$ cat config.mk
export PLATFORM = sky130hd
export DESIGN_NAME = wb_stage_seq
export DESIGN_NICKNAME = d
export VERILOG_FILES = /design/src/rtl/wb_stage_seq.sv
export SDC_FILE = /design/constraint.sdc
export NUM_CORES = 1
export LEC_CHECK = 0
export ABC_AREA = 1
export ABC_CLOCK_PERIOD_IN_PS = 3450
export CAP_MARGIN = 30
export CORE_MARGIN = 5
export CORE_UTILIZATION = 40
export CTS_BUF_LIST = sky130_fd_sc_hd__clkbuf_8
export DETAILED_ROUTE_END_ITERATION = 10
export GPL_ROUTABILITY_DRIVEN = 0
export MAX_ROUTING_LAYER = met4
export PLACE_DENSITY_LB_ADDON = 0.1
export SLEW_MARGIN = 20
export SYNTH_ARGS = -nofsm -noshare
export SYNTH_HDL_FRONTEND = slang
export SYNTH_SLANG_ARGS = --single-unit
$ cat constraint.sdc
create_clock -name clk -period 3.45 [get_ports clk]
set_input_delay 0.69 -clock clk [delete_from_list [all_inputs] [get_ports clk]]
set_output_delay 0.69 -clock clk [all_outputs]
set_load 0.1 [all_outputs]
$ cat src/rtl/wb_stage_seq.sv
// Registered RISC-V write-back stage: valid/ready intake, late-load wait,
// load formatting, single-cycle register-file write strobe and retire counter.
module wb_stage_seq #(
    parameter int XLEN  = 32,
    parameter int CNT_W = 32,
    parameter int OFF_W = $clog2(XLEN / 8)
) (
    input  logic             clk,
    input  logic             reset,
    input  logic             i_valid,
    output logic             o_ready,
    input  logic             i_flush,
    input  logic [1:0]       i_op_type,
    input  logic [4:0]       i_rd_num,
    input  logic [XLEN-1:0]  i_alu_out,
    input  logic [2:0]       i_funct3,
    input  logic [OFF_W-1:0] i_addr_lo,
    input  logic             i_mem_valid,
    input  logic [XLEN-1:0]  i_mem_out,
    output logic             rd_we,
    output logic [4:0]       rd_num,
    output logic [XLEN-1:0]  rd,
    output logic             o_load_fault,
    output logic [CNT_W-1:0] o_retired
);

    typedef enum logic {IDLE, WAIT_MEM} state_t;

    state_t           state, state_nx;
    logic [4:0]       p_rd_num;
    logic [2:0]       p_funct3;
    logic [OFF_W-1:0] p_addr_lo;

    logic             do_write, do_retire, fault_nx, capture, acc_fault;
    logic [4:0]       wr_num;
    logic [XLEN-1:0]  wr_data;

    function automatic logic [XLEN-1:0] fmt_load(input logic [2:0] f3,
                                                 input logic [OFF_W-1:0] off,
                                                 input logic [XLEN-1:0] word);
        logic [XLEN-1:0]    sh;
        logic signed [7:0]  b;
        logic signed [15:0] h;
        logic signed [31:0] w;
        sh = word >> {off, 3'b000};
        b  = sh[7:0];
        h  = sh[15:0];
        w  = sh[31:0];
        // signed-source size casts give the sign extension
        case (f3)
            3'b000:  fmt_load = XLEN'(b);
            3'b100:  fmt_load = XLEN'(sh[7:0]);
            3'b001:  fmt_load = XLEN'(h);
            3'b101:  fmt_load = XLEN'(sh[15:0]);
            3'b010:  fmt_load = XLEN'(w);
            3'b110:  fmt_load = XLEN'(sh[31:0]);
            default: fmt_load = sh;
        endcase
    endfunction

    function automatic logic load_bad(input logic [2:0] f3, input logic [OFF_W-1:0] off);
        logic illegal, misaligned;
        illegal = (f3 == 3'b111) || ((XLEN == 32) && ((f3 == 3'b011) || (f3 == 3'b110)));
        case (f3[1:0])
            2'b01:   misaligned = off[0];
            2'b10:   misaligned = (off[1:0] != 2'b00);
            2'b11:   misaligned = (off != '0);
            default: misaligned = 1'b0;
        endcase
        load_bad = illegal || misaligned;
    endfunction

    assign o_ready   = (state == IDLE);
    assign acc_fault = load_bad(i_funct3, i_addr_lo);

    always_comb begin
        state_nx  = state;
        do_write  = 1'b0;
        do_retire = 1'b0;
        fault_nx  = 1'b0;
        capture   = 1'b0;
        wr_num    = i_rd_num;
        wr_data   = i_alu_out;
        if (i_flush) begin
            state_nx = IDLE;
        end else begin
            case (state)
                IDLE: begin
                    if (i_valid) begin
                        case (i_op_type)
                            2'b00: begin
                                do_write  = 1'b1;
                                do_retire = 1'b1;
                            end
                            2'b01: begin
                                if (acc_fault) begin
                                    fault_nx = 1'b1;
                                end else if (i_mem_valid) begin
                                    do_write  = 1'b1;
                                    do_retire = 1'b1;
                                    wr_data   = fmt_load(i_funct3, i_addr_lo, i_mem_out);
                                end else begin
                                    capture  = 1'b1;
                                    state_nx = WAIT_MEM;
                                end
                            end
                            default: do_retire = 1'b1;
                        endcase
                    end
                end
                WAIT_MEM: begin
                    if (i_mem_valid) begin
                        do_write  = 1'b1;
                        do_retire = 1'b1;
                        wr_num    = p_rd_num;
                        wr_data   = fmt_load(p_funct3, p_addr_lo, i_mem_out);
                        state_nx  = IDLE;
                    end
                end
                default: state_nx = IDLE;
            endcase
        end
    end

    always_ff @(posedge clk or posedge reset) begin
        if (reset) begin
            state        <= IDLE;
            rd_we        <= 1'b0;
            rd_num       <= '0;
            rd           <= '0;
            o_load_fault <= 1'b0;
            o_retired    <= '0;
            p_rd_num     <= '0;
            p_funct3     <= '0;
            p_addr_lo    <= '0;
        end else begin
            state        <= state_nx;
            o_load_fault <= fault_nx;
            rd_we        <= do_write && (wr_num != 5'd0);
            // x0 writes retire but leave rd/rd_num holding their last value
            if (do_write && (wr_num != 5'd0)) begin
                rd     <= wr_data;
                rd_num <= wr_num;
            end
            if (do_retire) o_retired <= o_retired + CNT_W'(1);
            if (capture) begin
                p_rd_num  <= i_rd_num;
                p_funct3  <= i_funct3;
                p_addr_lo <= i_addr_lo;
            end
        end
    end

endmodule

Word-level counts from Yosys, hierarchy flattened
Cells that the tools add are included.
{"block": "totals", "regBits": 82, "inputBits": 81, "out_inout_bits": 72, "wordCells": 72}
{"block": "op_classes", "n_addsub": 1, "n_eq_ne": 13, "shifts": 2, "n_mux": 36, "bitwise_logic": 1, "n_reduce_logical": 10}
{"op": "32-bit one-hot mux with 4 select lines", "count": 2}
{"op": "32-bit 2-to-1 mux", "count": 6}
{"op": "32-bit one-hot mux with 2 select lines", "count": 1}
{"op": "32-bit by 5-bit right shift with 32-bit output", "count": 2}
{"op": "32-bit by 1-bit adder with 32-bit output, second input constant", "count": 1}
{"op": "1-bit 2-to-1 mux", "count": 19}
{"op": "3-bit == test, second input constant", "count": 6}
{"op": "5-bit 2-to-1 mux", "count": 3}
{"op": "1-bit one-hot mux with 2 select lines", "count": 5}
{"op": "3-bit by 1-bit == test with 1-bit output, second input constant", "count": 2}
{"op": "3-bit zero test", "count": 2}
{"op": "5-bit nonzero test", "count": 1}
{"op": "2-bit by 1-bit == test with 1-bit output, second input constant", "count": 2}
{"op": "2-bit == test, second input constant", "count": 2}
{"op": "3-bit by 2-bit == test with 1-bit output, second input constant", "count": 1}
{"op": "1-bit logical OR", "count": 3}
{"op": "2-bit zero test", "count": 1}
{"op": "2-bit nonzero test", "count": 1}
{"op": "2-bit OR reduction", "count": 1}
{"op": "1-bit logical AND", "count": 1}
{"op": "1-bit inverter", "count": 1}

Longest topological paths before layout
Gate-level depths: netlist of run 1.
{"block": "logic_depth", "ltp_word": 10, "ltp_mapped": 14, "ltp_nobuf": 12}

Least setup slack after synthesis of run 1
OpenSTA, ideal clock, no wires.
{"block": "synth_timing", "path_type": "register to register", "startpoint": "register o_retired[1]", "endpoint": "register o_retired[18]", "setup_ns": 0.120, "arrival_time_ns": 2.211, "required_ns": 3.330, "path_slack_ns": 1.119, "stages_incl_launch_ff": 8, "path_buffers": 0, "synth_period_minus_slack_ns": 2.331, "cell_sequence": "dfrtp_1 > ha_1 > nand3_1 > nor3_1 > nand3b_1 > xor2_1 > nand3_1 > nand2_1"}
{"block": "synth_via", "elab_chain_cells": 1}
{"element": "start, declared", "line_no": "24", "text": "output logic [CNT_W-1:0] o_retired"}
{"element": "start signal, assigned", "line_no": "145", "text": "if (do_retire) o_retired <= o_retired + CNT_W'(1);"}
{"element": "32-bit by 1-bit adder with 32-bit output", "line_no": "145"}
Every way passes these cells.
A chain may end at the register's enable or synchronous reset.

Worst setup path after layout of run 1
{"block": "layout_timing", "startpoint": "input port i_funct3[1]", "endpoint": "register p_addr_lo[0]"}
{"block": "layout_via", "elab_chain_cells": 9, "word_cells_on_any_way": 16, "classes_between": "eq/ne: 6; mux: 6; reduce/logical: 4"}
{"element": "start, declared", "line_no": "16", "text": "input logic [2:0] i_funct3,"}
{"element": "2-bit == test, or another cell as far along", "line_no": "64", "text": "case (f3[1:0])"}
{"element": "2-bit OR reduction (no source line) / 1-bit logical OR (equally long branches)"}
{"element": "1-bit one-hot mux with 2 select lines / 1-bit logical OR (equally long branches)", "line_no": "64, 63"}
{"element": "1-bit logical OR *", "line_no": "70", "text": "load_bad = illegal || misaligned;"}
{"element": "1-bit 2-to-1 mux *", "line_no": "96", "text": "if (acc_fault) begin"}
{"element": "1-bit 2-to-1 mux *", "line_no": "90", "text": "case (i_op_type)"}
{"element": "1-bit 2-to-1 mux *", "line_no": "89", "text": "if (i_valid) begin"}
{"element": "1-bit 2-to-1 mux *", "line_no": "87", "text": "case (state)"}
{"element": "1-bit 2-to-1 mux *", "line_no": "84", "text": "if (i_flush) begin"}
{"element": "end signal, assigned", "line_no": "149", "text": "p_addr_lo <= i_addr_lo;"}
{"element": "end, declared", "line_no": "32", "text": "logic [OFF_W-1:0] p_addr_lo;"}
Mark *: on every way between the ends. The rest lies on a longest branch, timed or not.

==> results of run 1 <==
critical path, cell delays in order:
cell             delay, ns
clkdlybuf4s50_1       0.47
inv_1                 0.09
nand2_1               0.10
nand2_1               0.15
nand2_1               0.07
nor2_1                0.09
nand2_1               0.09
nor2_1                0.43
nand2_1               0.44
o21ai_0               0.29
stage by stage:
stage,instance area [sq um],cells
finish,7880,1330
global route,7880,1330
CTS,7880,1330
detailed placement,7690,1314
global placement,7690,1314
floorplan,6190,1006
final cells by class:
type | count | area, sq um
inverters | 71 | 268
flip-flops and latches | 82 | 2050
repair buffers | 170 | 1520
well taps | 188 | 235
multi-input cells | 803 | 3620
fillers | 1562 | 7320
clock inverters | 7 | 60.1
clock buffers | 9 | 124
where the power goes:
part / internal [mW] / leakage (nW) / switching (mW) / total, mW
registers: 1.13 / 1.06 / 0.151 / 1.28
clock network: 0.273 / 0.0844 / 0.423 / 0.696
logic: 0.494 / 2.83 / 1.64 / 2.13
total: 1.89 / 3.97 / 2.21 / 4.10
registers in the layout, indices dropped and copies added, names as in the netlist:
register,count
o_retired,32
rd,32
p_funct3,3
p_addr_lo,2
state,1
rd_num,5
p_rd_num,5
rd_we,1
o_load_fault,1
logic make-up (layout without fill, tap and decap cells):
| logic type | Yosys count | in the layout | share of synthesized area (%) |
|---|---|---|---|
| and+or+nand+nor | 641 | 641 | 42.7 |
| AOI/OAI and AO/OA | 131 | 131 | 11.3 |
| DFF | 82 | 82 | 33.2 |
| adders and majority gates | 1 | 1 | 0.202 |
| buffers and inverters | 121 | 257 | 8.33 |
| xor gates and xnor gates | 30 | 30 | 4.25 |
placed cells by master (no fill, tap or decap):
cell             count
a21oi_1             37
and2_1               1
buf_12               2
buf_4               81
clkbuf_8             9
clkdlybuf4s50_1     87
clkinv_1             1
clkinv_2             1
clkinv_4             1
clkinvlp_4           3
dfrtp_1             82
ha_1                 1
inv_1               67
inv_2                2
inv_6                2
inv_8                1
nand2_1            409
nand2_2              3
nand2_4              1
nand3_1             98
nand3_2              3
nand3b_1             1
nand4_1             15
nor2_1              92
nor2_2               3
nor2_4               2
nor3_1              13
o2111ai_1            4
o211ai_1            12
o21ai_0             72
o21ai_1              6
xnor2_1             17
xor2_1              13
how the worst max path moves through the flow:
stage / endpoint / depth (start not counted)
floorplan: o_load_fault$_DFF_PP0_ / 1
global placement: p_addr_lo[0]$_DFFE_PP0P_ / 10
detailed placement: p_addr_lo[1]$_DFFE_PP0P_ / 10
CTS: p_addr_lo[1]$_DFFE_PP0P_ / 10
global route: p_addr_lo[1]$_DFFE_PP0P_ / 10
finish: p_addr_lo[0]$_DFFE_PP0P_ / 10
layer usage:
metal  global-route usage, %  part of all wire (%)  up-vias
met5                       -                     0        -
met4                    8.14                   2.5        0
met3                    3.56                   7.9       35
met2                    34.6                    42      303
met1                    35.9                    48     3179
li1                        -                     -     3501
synthesized netlist by cell type (13+ instances only):
library cell / instances
a21oi_1: 37
buf_2: 18
clkbuf_1: 18
dfrtp_1: 82
inv_1: 68
nand2_1: 409
nand3_1: 98
nand4_1: 15
nor2_1: 93
nor3_1: 13
o21ai_0: 72
xnor2_1: 17
xor2_1: 13
==> impl_metrics.json, run 1 <==
{
  "ff2ff_setup_slack_ns": 1.07,
  "hold_viol_final": 0,
  "grt_pass1_vias": 6477,
  "powerDensity_nw_per_um2": 521,
  "fin_ws_ns": 0.811,
  "yosysTopAreaCellShare_pct": 33.2,
  "coreArea_sq_um": 15200,
  "die_y_microns": 134,
  "yosys-top-cells-area": "dfrtp_1, nand2_1, nand3_1",
  "nets": 1219,
  "ys_seq_area_share_pct": 33.2,
  "die_w_microns": 134,
  "drive_above_1_share_pct": 9.98,
  "clock_skew_ns": 0.0143,
  "global_route.overflow_total": 0,
  "synth_area_per_cell_sq_um": 6.15,
  "routed_wl_mm": 21.4,
  "clk_pin_slew_worst_paths_ns": 0.09,
  "grt_pass1_wl_mm": 34.7,
  "arrival_ns": 2.92,
  "clkLatencyLatePin_ns": 0.38,
  "rsz0062_at_grt": "no",
  "yosys_warnings": 0,
  "io_buffer_count": 152,
  "ys_ff_latch": 82,
  "whs_ns": 0.486,
  "fin_crit_ns": 2.64,
  "ctsResizeCount": 0,
  "fin_util_pct": 51.8,
  "synth-edff-count": 0,
  "hp-class": "reg2reg",
  "hpwl_mm": 16.1,
  "critPathCaptureType": "register",
  "area_delta_synth_final_pct": 27.4,
  "rows": 45,
  "rr_startpoint": "state$_DFF_PP0_",
  "cts_hold_buf": 0,
  "finalSetupTns_ns": 0,
  "track_usage_pct": 24.5,
  "startpoint": "i_funct3[1]",
  "antenna-diode-count": 0,
  "dr.first_iter.drc_count": 642,
  "grt_start_max_net_pins": 49,
  "antenna_found_initial": 0,
  "cts_tree": "built",
  "final_max_slew_viol_count": 0,
  "p_leak_nw": 3.97,
  "tightest_slew_ns": 0.988,
  "setup_violations": 0,
  "slew_headroom_pct": 34.0,
  "cts_htree_levels": 3,
  "wl_per_cell_microns": 16.1,
  "worstHoldEndpoint": "rd[12]$_DFFE_PP0P_",
  "syn_area_sq_um": 6190,
  "cp-start-kind": "input port",
  "syn_inst": 1006,
  "ant_nets": 0,
  "synthArstFlopShare_pct": 100,
  "synthesis.nets": 1088,
  "cp_max_fo": 15,
  "num_io_pins": 153,
  "firstDrtPassIters": 5,
  "reg2reg_to": "o_retired[0]$_DFFE_PP0P_",
  "start_util_pct": 40.7,
  "fin_crit_sh_pct": 76.5,
  "crit_required_ns": 3.73,
  "vdd_drop_max_uv": 480,
  "synth_top_area_cell": "dfrtp_1",
  "pre_cts_ws_ns": 0.420,
  "die-area_sq_um": 18100,
  "root_buffer": "clkbuf_8",
  "synth-main-ff-cell": "dfrtp_1",
  "drc": 0,
  "crit_type": "in2reg",
  "yosysUniqueCellTypes": 30,
  "max_freq_mhz": 379,
  "total_power_mw": 4.10,
  "max-cap-violations": 0,
  "clock_sinks": 82,
  "vias_per_cell": 5.28,
  "min_path_cells": 2,
  "dr_total_vias": 7018,
  "post_cts_buffers": 0,
  "cts_buffers": 9,
  "min-delay-start": "rd[12]$_DFFE_PP0P_",
  "status": "finished clean",
  "reg2reg_depth": 6,
  "cts_buffer_depth": 2
}
Power figures use the tool's default switching activity.
==> run 2, diff against run 1 <==
- ABC_CLOCK_PERIOD_IN_PS: 3450 -> 2500
- clock period: 3.45 -> 2.5 ns (I/O delays scaled with it)
==> run 2 against run 1 <==
Cell area rose by 3.8%. Hold slack got worse by 0.027 ns. Count of clock-buffer cells in the layout did not move. Global-route usage barely moved. Worst setup slack got worse by 0.49 ns. Critical endpoint is now o_retired[2]$_DFFE_PP0P_. Critical path depth fell by 2. Power rose by 41%. Clock skew fell by 0.0016 ns. Sequential share of layout area fell by 0.95 points. Clock power rose by 49%.
==> impl_metrics.json, run 2 (synthesis gave the netlist of run 1 again) <==
{
  "p_leak_nw": 4.16,
  "setup_violations": 0,
  "cts_buffer_depth": 2,
  "crit_type": "in2reg",
  "power.share.clock_pct": 18.0,
  "clkLatencyLatePin_ns": 0.38,
  "powerDensity_nw_per_um2": 709,
  "rsz0062_at_grt": "no",
  "final_max_slew_viol_count": 0,
  "switching_share_pct": 52.6,
  "tightest_slew_ns": 0.544,
  "rr_startpoint": "state$_DFF_PP0_",
  "worst_path_largest_cell_delay_ns": 0.60,
  "routed_wl_mm": 21.5,
  "total_power_mw": 5.80,
  "fill_cells": 1587,
  "cts_htree_levels": 3,
  "crit_required_ns": 2.75,
  "dr.first_iter.drc_count": 657,
  "global_route.overflow_total": 0,
  "grt_start_max_net_pins": 66,
  "grt_pass1_wl_mm": 34.9,
  "track_usage_pct": 24.5,
  "cp-start-kind": "input port",
  "mostFrequentLayoutCells": "nand2_1, buf_4, nand3_1, nor2_1, dfrtp_1",
  "intPower_mw": 2.75,
  "rows": 45,
  "start_util_pct": 40.7,
  "post_cts_buffers": 0,
  "firstDrtPassIters": 5,
  "hp-class": "in2async",
  "placed_area_sq_um": 7980,
  "startpoint": "i_addr_lo[0]",
  "top_regs": "o_retired (32), rd (32)",
  "whs_ns": 0.459,
  "fin_util_pct": 53.8,
  "power_frac_comb_pct": 51.8,
  "design_area_sq_um": 8180,
  "drive_above_1_share_pct": 12.7,
  "antenna-diode-count": 0,
  "die_w_microns": 134,
  "path_cells": "clkdlybuf4s50_1, nand2_1, nand3_1, nand2_1, o21ai_0, nand2_2, nand2_4, o21ai_0",
  "num_io_pins": 153,
  "area_delta_synth_final_pct": 32.2,
  "ctsResizeCount": 0,
  "drc": 0,
  "dr_total_vias": 7063,
  "max-cap-violations": 0,
  "cp_slowest_cell": "clkdlybuf4s50_1",
  "critPathCaptureType": "register",
  "share_seq_of_total_power_pct": 30.2,
  "cts_tree": "built",
  "antenna_found_initial": 0,
  "fin_crit_ns": 2.18,
  "hold_viol_final": 0,
  "ant_nets": 0,
  "slew_headroom_pct": 63.5,
  "cts_hold_buf": 0,
  "die-area_sq_um": 18100,
  "cts_buffers": 9,
  "hpwl_mm": 16.4,
  "max_freq_mhz": 459,
  "die_y_microns": 134,
  "arrival_ns": 2.43,
  "vias_per_cell": 5.20,
  "placed_cells": 1342,
  "vdd_drop_max_uv": 479,
  "clock_skew_ns": 0.0128,
  "layout_commonest_cell": "nand2_1",
  "clk_pin_slew_worst_paths_ns": 0.11,
  "coreArea_sq_um": 15200,
  "cp_max_fo": 36,
  "grt_pass1_vias": 6576,
  "clock_sinks": 82,
  "fin_crit_sh_pct": 87.1,
  "root_buffer": "clkbuf_8",
  "p_switching_mw": 3.05,
  "final_cells": 1358,
  "nets": 1247,
  "wl_per_cell_microns": 15.8,
  "io_buffer_count": 152,
  "status": "finished clean"
}
==> run 2: cell count changes in the layout (fill, tap and decap cells not counted), sizes merged <==
| cell | before | now |
|---|---|---|
| clkdlybuf4s50 | 87 | 80 |
| bufinv | 0 | 1 |
| clkinvlp | 3 | 2 |
| buf | 83 | 118 |
==> run 2: final cells by class <==
class | instances | area, sq um | share of cell area, %
clock buffer | 9 | 124 | 1.51
clock inverter | 7 | 76.3 | 0.933
tap | 188 | 235 | 2.88
multi-input combinational | 803 | 3620 | 44.3
sequential | 82 | 2050 | 25.1
timing repair buffer | 198 | 1800 | 22.0
inverter | 71 | 270 | 3.30
==> run 2: worst paths after layout <==
check	cells after the start	slack, ns	end
hold / removal	2	0.46	rd[28]$_DFFE_PP0P_
min in group clk	2	0.48	p_rd_num[3]$_DFFE_PP0P_
setup / recovery	8	0.32	o_retired[2]$_DFFE_PP0P_
hold reg to reg	2	0.48	p_rd_num[3]$_DFFE_PP0P_
setup reg to reg	10	0.46	rd[26]$_DFFE_PP0P_
max in group asynchronous	3	1.35	p_addr_lo[0]$_DFFE_PP0P_
==> run 2: critical path: cells and delay by family <==
kind	cells	cell delay (ns)
buffers and inverters	1	0.60
and+or+nand+nor	5	0.89
AOI/OAI and AO/OA	2	0.42
==> run 2: stage by stage <==
step	setup WS, ns	setup TNS, ns
2_1_floorplan	0.169	0
5_1_grt	0.140	0
4_1_cts	0.334	0
6_report	0.322	0
3_3_place_gp	-0.0840	-1.31
3_5_place_dp	-0.0695	-0.701
==> run 2: power groups by stage <==
stage | Sequential [mW] | Combinational (mW) | Clock (mW)
finish | 1.75 | 3.00 | 1.04
global route | 1.79 | 3.18 | 1.11
CTS | 1.75 | 3.00 | 1.06
detailed placement | 1.77 | 3.00 | 0
global placement | 1.77 | 2.99 | 0
floorplan | 3.20 | 0.731 | 0
==> run 2: per-layer routing <==
metal  track usage [%]  vias to the layer above  routed length [microns]
met1              36.3                     3196                    10400
met4              6.73                        0                      478
met2              34.7                      294                     9080
li1                  -                     3543                        -
met5                 -                        -                        0
met3              3.83                       30                     1540
==> run 3, diff against run 2 <==
- CTS_CLUSTER_SIZE: default -> 12
==> results of run 3 <==
No change in the layout: final DEF, timing and power equal those of run 2.
